### src/rtl/dmem_arbiter.sv
`default_nettype none
// ============================================================================
// Module   : dmem_arbiter
// Purpose  : Two-port round-robin arbiter in front of a single-port data
//            memory. Bursting is enabled by defining DMEM_ARB_BURST_EN.
// Revision : 1.0  initial release
// ============================================================================
module dmem_arbiter #(
    parameter int ADDR_W    = 16,
    parameter int DATA_W    = 32,
    parameter int MAX_BURST = 4
) (
    input  logic              clk,
    input  logic              rst,
    input  logic              p0_req,
    input  logic              p0_wr,
    input  logic [ADDR_W-1:0] p0_addr,
    input  logic [DATA_W-1:0] p0_wdata,
    output logic              p0_gnt,
    output logic              p0_rvalid,
    output logic [DATA_W-1:0] p0_rdata,
    input  logic              p1_req,
    input  logic              p1_wr,
    input  logic [ADDR_W-1:0] p1_addr,
    input  logic [DATA_W-1:0] p1_wdata,
    output logic              p1_gnt,
    output logic              p1_rvalid,
    output logic [DATA_W-1:0] p1_rdata,
    output logic [ADDR_W-1:0] mem_addr,
    output logic              mem_rd,
    output logic              mem_wr,
    output logic [DATA_W-1:0] mem_wdata,
    input  logic [DATA_W-1:0] mem_rdata
);

    typedef enum logic [1:0] {
        IDLE = 2'd0,
        OWN0 = 2'd1,
        OWN1 = 2'd2
    } state_t;

`ifdef DMEM_ARB_BURST_EN
    localparam bit C_BURST_EN = 1'b1;
    localparam logic [3:0] C_LAST = 4'(MAX_BURST - 1);
    logic [3:0] cnt_q, cnt_d;
`else
    localparam bit C_BURST_EN = 1'b0;
`endif

    if (MAX_BURST < 2 || MAX_BURST > 15) begin : g_param_chk
        $error("dmem_arbiter: MAX_BURST must be in 2..15");
    end

    state_t            state_q, state_d;
    logic              last_q, last_d;
    logic              p0_rvalid_q, p0_rvalid_d, p1_rvalid_q, p1_rvalid_d;
    logic [DATA_W-1:0] p0_rdata_q, p0_rdata_d, p1_rdata_q, p1_rdata_d;

    logic   w_acc0, w_acc1, w_acc, w_wr;
    logic   w_mine_req, w_other_req, w_burst_end;
    state_t w_other_st;

    assign p0_gnt    = (state_q == OWN0);
    assign p1_gnt    = (state_q == OWN1);
    assign p0_rvalid = p0_rvalid_q;
    assign p1_rvalid = p1_rvalid_q;
    assign p0_rdata  = p0_rdata_q;
    assign p1_rdata  = p1_rdata_q;

    // Memory side: reset suppresses any access in the reset cycle itself.
    always_comb begin
        w_acc0    = (state_q == OWN0) && p0_req && !rst;
        w_acc1    = (state_q == OWN1) && p1_req && !rst;
        w_acc     = w_acc0 || w_acc1;
        w_wr      = w_acc0 ? p0_wr : p1_wr;
        mem_rd    = w_acc && !w_wr;
        mem_wr    = w_acc && w_wr;
        mem_addr  = '0;
        mem_wdata = '0;
        if (w_acc0) begin
            mem_addr  = p0_addr;
            mem_wdata = p0_wdata;
        end else if (w_acc1) begin
            mem_addr  = p1_addr;
            mem_wdata = p1_wdata;
        end
        p0_rvalid_d = w_acc0 && !p0_wr;
        p1_rvalid_d = w_acc1 && !p1_wr;
        p0_rdata_d  = p0_rvalid_d ? mem_rdata : p0_rdata_q;
        p1_rdata_d  = p1_rvalid_d ? mem_rdata : p1_rdata_q;
    end

    always_comb begin
        state_d     = state_q;
        last_d      = last_q;
        w_mine_req  = (state_q == OWN0) ? p0_req : p1_req;
        w_other_req = (state_q == OWN0) ? p1_req : p0_req;
        w_other_st  = (state_q == OWN0) ? OWN1 : OWN0;
`ifdef DMEM_ARB_BURST_EN
        w_burst_end = (cnt_q == C_LAST);
`else
        w_burst_end = 1'b1;
`endif
        case (state_q)
            IDLE: begin
                if (p0_req && (!p1_req || last_q)) begin
                    state_d = OWN0;
                    last_d  = 1'b0;
                end else if (p1_req) begin
                    state_d = OWN1;
                    last_d  = 1'b1;
                end
            end
            OWN0, OWN1: begin
                if (w_mine_req && !w_burst_end) begin
                    state_d = state_q;
                end else if (w_other_req) begin
                    state_d = w_other_st;
                    last_d  = (w_other_st == OWN1);
                end else if (!(w_mine_req && C_BURST_EN)) begin
                    state_d = IDLE;
                end
            end
            default: state_d = IDLE;
        endcase
`ifdef DMEM_ARB_BURST_EN
        // A full burst with nobody waiting restarts the count without a bubble.
        cnt_d = cnt_q;
        if (state_d != state_q) begin
            cnt_d = '0;
        end else if (w_acc) begin
            cnt_d = w_burst_end ? 4'd0 : cnt_q + 4'd1;
        end
`endif
    end

    always_ff @(posedge clk) begin
        if (rst) begin
            state_q     <= IDLE;
            last_q      <= 1'b1;
            p0_rvalid_q <= 1'b0;
            p1_rvalid_q <= 1'b0;
            p0_rdata_q  <= '0;
            p1_rdata_q  <= '0;
`ifdef DMEM_ARB_BURST_EN
            cnt_q       <= '0;
`endif
        end else begin
            state_q     <= state_d;
            last_q      <= last_d;
            p0_rvalid_q <= p0_rvalid_d;
            p1_rvalid_q <= p1_rvalid_d;
            p0_rdata_q  <= p0_rdata_d;
            p1_rdata_q  <= p1_rdata_d;
`ifdef DMEM_ARB_BURST_EN
            cnt_q       <= cnt_d;
`endif
        end
    end

endmodule
`default_nettype wire
### config.mk
export PLATFORM = sky130hd
export DESIGN_NAME = dmem_arbiter
export DESIGN_NICKNAME = d
export VERILOG_FILES = /design/src/rtl/dmem_arbiter.sv
export SDC_FILE = /design/constraint.sdc
export NUM_CORES = 1
export LEC_CHECK = 0
export BUFFER_PORTS_ARGS = -buffer_cell sky130_fd_sc_hd__buf_2
export CAP_MARGIN = 25
export CORE_AREA = 2 2 98 100
export CTS_BUF_LIST = sky130_fd_sc_hd__clkbuf_8 sky130_fd_sc_hd__clkbuf_16
export CTS_CLUSTER_DIAMETER = 60
export DETAILED_ROUTE_END_ITERATION = 10
export DIE_AREA = 0 0 100 102
export PLACE_DENSITY = 0.71
export SETUP_SLACK_MARGIN = 0.05
export SLEW_MARGIN = 40
export SYNTH_ARGS = -nofsm -noshare
export SYNTH_HDL_FRONTEND = slang
export SYNTH_SLANG_ARGS = --single-unit
### constraint.sdc
create_clock -name clk -period 1.9 [get_ports clk]
set_input_delay 0 -clock clk [delete_from_list [all_inputs] [get_ports clk]]
set_output_delay 0 -clock clk [all_outputs]
set_load 0.005 [all_outputs]
==> flow_summary.json <==
{
  "worst-endpoint-arrival_ns": 1.83,
  "postPlaceCellArea_um2": 4320,
  "worstSetupPathType": "flop to output port",
  "placed_cells_incl_taps": 711,
  "ctsLongestPathBuffers": 2,
  "final.setup.tns_ns": 0,
  "hpwlAfterDp_um": 8720,
  "report.final.setup_viol": 0,
  "area_growth_syn_to_layout_pct": 65.0,
  "max_cap_viols": 0,
  "gr-usage-all-layers_pct": 22.9,
  "ir_worst_vdd_mv": 0.504,
  "synth-seq-area-share_pct": 45.0,
  "layout_min_cycle_time_ns": 1.83,
  "synth-xor-area-share_pct": 0,
  "post_synth_mux_area_share_pct": 0.367,
  "synthesis.nets": 515,
  "timing.final.crit_share_pct": 96.1,
  "antenna_found_initial": 2,
  "final_layout_size_suffix_gt1_share_pct": 45.1,
  "grt_util_met1_pct": 25.9,
  "worst_skew_pair.late_latency_ns": 0.34,
  "drc": 0,
  "num_rows": 35,
  "finClkSkew_ns": 0.00810,
  "multi_input_gate_area_in_the_final_layout_um2": 1490,
  "grt_first_pass_wirelength_um": 18200,
  "netlist.top_cell.by_area": "sky130_fd_sc_hd__dfxtp_1",
  "number_of_warning_messages_in_the_yosys_log": 0,
  "final-hold-violation-count": 0,
  "synth_top_cell_area_share_pct": 45.0,
  "met2_track_demand_over_resource_in_global_routing_pct": 42.0,
  "ctsHtreeMaxLevel": 3,
  "wire_per_inst_um": 16.3,
  "post_synth.cell_area_avg_um2": 8.16,
  "chipHeight_um": 102,
  "synthTopCellsByArea": "sky130_fd_sc_hd__dfxtp_1 (45%), sky130_fd_sc_hd__nand2_1 (16%), sky130_fd_sc_hd__a22o_1 (14%), sky130_fd_sc_hd__a21oi_1 (10%), sky130_fd_sc_hd__buf_6 (2.6%)",
  "post-route-cell-area_um2": 5060,
  "power_uw": 3140,
  "final.fill_count": 838,
  "io_buffer_count": 251,
  "clkSinkCount": 69,
  "worst-path-max-fanout": 7,
  "combinational_family_with_the_most_area_after_synthesis": "compound AO/OA/AOI/OAI gates",
  "postSynthRegisterBits": 69,
  "vias": 3813,
  "outcome": "finished clean",
  "max_freq_mhz": 547,
  "initial_core_util_pct": 33.7,
  "groute.layer.met3.usage_pct": 6.70,
  "timing_worst_slew_pin_value_ns": 0.688,
  "timing.final.max_slew_violations": 0,
  "tritoncts": "yes",
  "dieArea_um2": 10200,
  "layout.cells.most_common": "sky130_fd_sc_hd__buf_2",
  "synthCells": 376,
  "hold_class": "input pin to flop",
  "layout_common_cells": "sky130_fd_sc_hd__buf_2 (251), sky130_fd_sc_hd__nand2_1 (130), sky130_fd_sc_hd__dfxtp_1 (67), sky130_fd_sc_hd__a21oi_1 (64), sky130_fd_sc_hd__a22o_1 (50)",
  "core-area_um2": 9110,
  "clk_pin_slew_worst_paths_ns": 0.07,
  "power.static_leakage_uw": 0.00252,
  "worstSetupEndpointType": "output port",
  "num_io_pins": 252,
  "required_ns": 1.90,
  "viasPerCell": 4.91,
  "yosys.cell_types.count": 28,
  "clockRootBuffer": "sky130_fd_sc_hd__clkbuf_8",
  "grt_pass1_vias": 3674,
  "postRouteAntennaNets": 0,
  "critPathLaunchType": "flop",
  "final-instance-count-excl-fill": 776,
  "final_core_util_pct": 55.6,
  "grt_max_degree": 65,
  "synth_simple_gate_area_share_pct": 18.9,
  "synth-compound-area-share_pct": 26.1,
  "grt-busiest-layer": "met2",
  "routed_wl_um": 12700,
  "final-seq-area_um2": 1390,
  "synth_adder_area_share_pct": 2.04,
  "grt_setup_unrepaired": "true",
  "floorplan.die.width_um": 100,
  "drt_first_iter_violations": 139,
  "nNetsFinal": 798,
  "relSlewSlack_pct": 54.1,
  "power.density_cell_area_nw_per_um2": 620,
  "globalRouteOverflowTotal": 0,
  "syn_area_um2": 3070,
  "drt-pass1-iter-count": 6,
  "cts-buffers-inserted": 9,
  "gp_congestion": 0.872
}
==> cell usage after synthesis, drive strengths merged <==
cell type  number
clkinv          1
dfxtp          69
nand3b          2
a32oi           1
buf            21
nand2b          2
o21ai           2
nand3           1
clkbuf         12
a21oi          64
mux2            1
or2             1
nand2         130
inv             5
o41ai           1
nor3b           2
ha              5
a22o           50
o211ai          1
and3b           1
a22oi           1
nor2            3
==> logic make-up after synthesis <==
family,after synthesis
and+or+nand+nor,142
AOI/OAI and AO/OA,120
adders and majority gates,5
muxes,1
DFF,69
buffers and inverters,39
==> critical path, stage by stage, from the launching register on <==
cell and delay, ns:
sky130_fd_sc_hd__dfxtp_4 0.36, sky130_fd_sc_hd__inv_4 0.06, sky130_fd_sc_hd__ha_4 0.12, sky130_fd_sc_hd__and3b_4 0.25, sky130_fd_sc_hd__nor2_4 0.06, sky130_fd_sc_hd__buf_6 0.12
sky130_fd_sc_hd__buf_12 0.13, sky130_fd_sc_hd__a22o_1 0.24, sky130_fd_sc_hd__buf_2 0.14
==> worst paths after layout <==
kind	startpoint	endpoint	slack, ns	depth (start not counted)
worst min register to register	p1_rdata[24]	p1_rdata[24]	0.45	2
worst max register to register	state_q[1]	p0_rdata[25]	0.26	8
worst max-delay path	state_q[1]	mem_wdata[4]	0.07	8
worst min-delay path	p1_wr	p1_rvalid	0.14	3
==> registers in the layout, summed over array words and instances, names as in the netlist <==
register and cells:
last_q 1, p0_rdata 32, p0_rvalid 1, p1_rdata 32
p1_rvalid 1, state_q 2
==> repair_timing <==
action,CTS,global route
hold buffers,35,0
endpoints found under the hold margin,67,0
pin swaps,1,2
gates cloned,1,3
setup endpoints to repair,50,36
setup buffers,5,5
resized for setup,13,10
==> routing by layer <==
layer | routed length, um | vias to the layer above
met3 | 941 | 23
met1 | 5250 | 1769
met5 | 0 | -
li1 | - | 1852
met2 | 6170 | 169
met4 | 293 | 0
==> where the power goes <==
part           internal [uW]  switching [uW]  leakage [uW]
clock                    492             536     0.0000877
combinational            333             276       0.00187
sequential              1480            23.0      0.000558
==> area by class of cell <==
| type | instances | share of cell area, % |
|---|---|---|
| antenna | 2 | 0.0988 |
| multi-input combinational | 268 | 29.4 |
| inverter | 6 | 0.642 |
| clock buffer | 10 | 2.72 |
| tap | 111 | 2.74 |
| clock inverter | 5 | 0.543 |
| timing repair buffer | 305 | 36.4 |
| sequential | 69 | 27.4 |
==> stage by stage <==
stage          setup slack, ns  hold slack [ns]
2_1_floorplan            0.380            0.116
3_3_place_gp             0.195            0.254
3_5_place_dp             0.120            0.259
4_1_cts                 0.0514            0.124
5_1_grt                 0.0216            0.150
6_report                0.0734            0.145
Note: power is estimated with default switching activity, not from simulation.
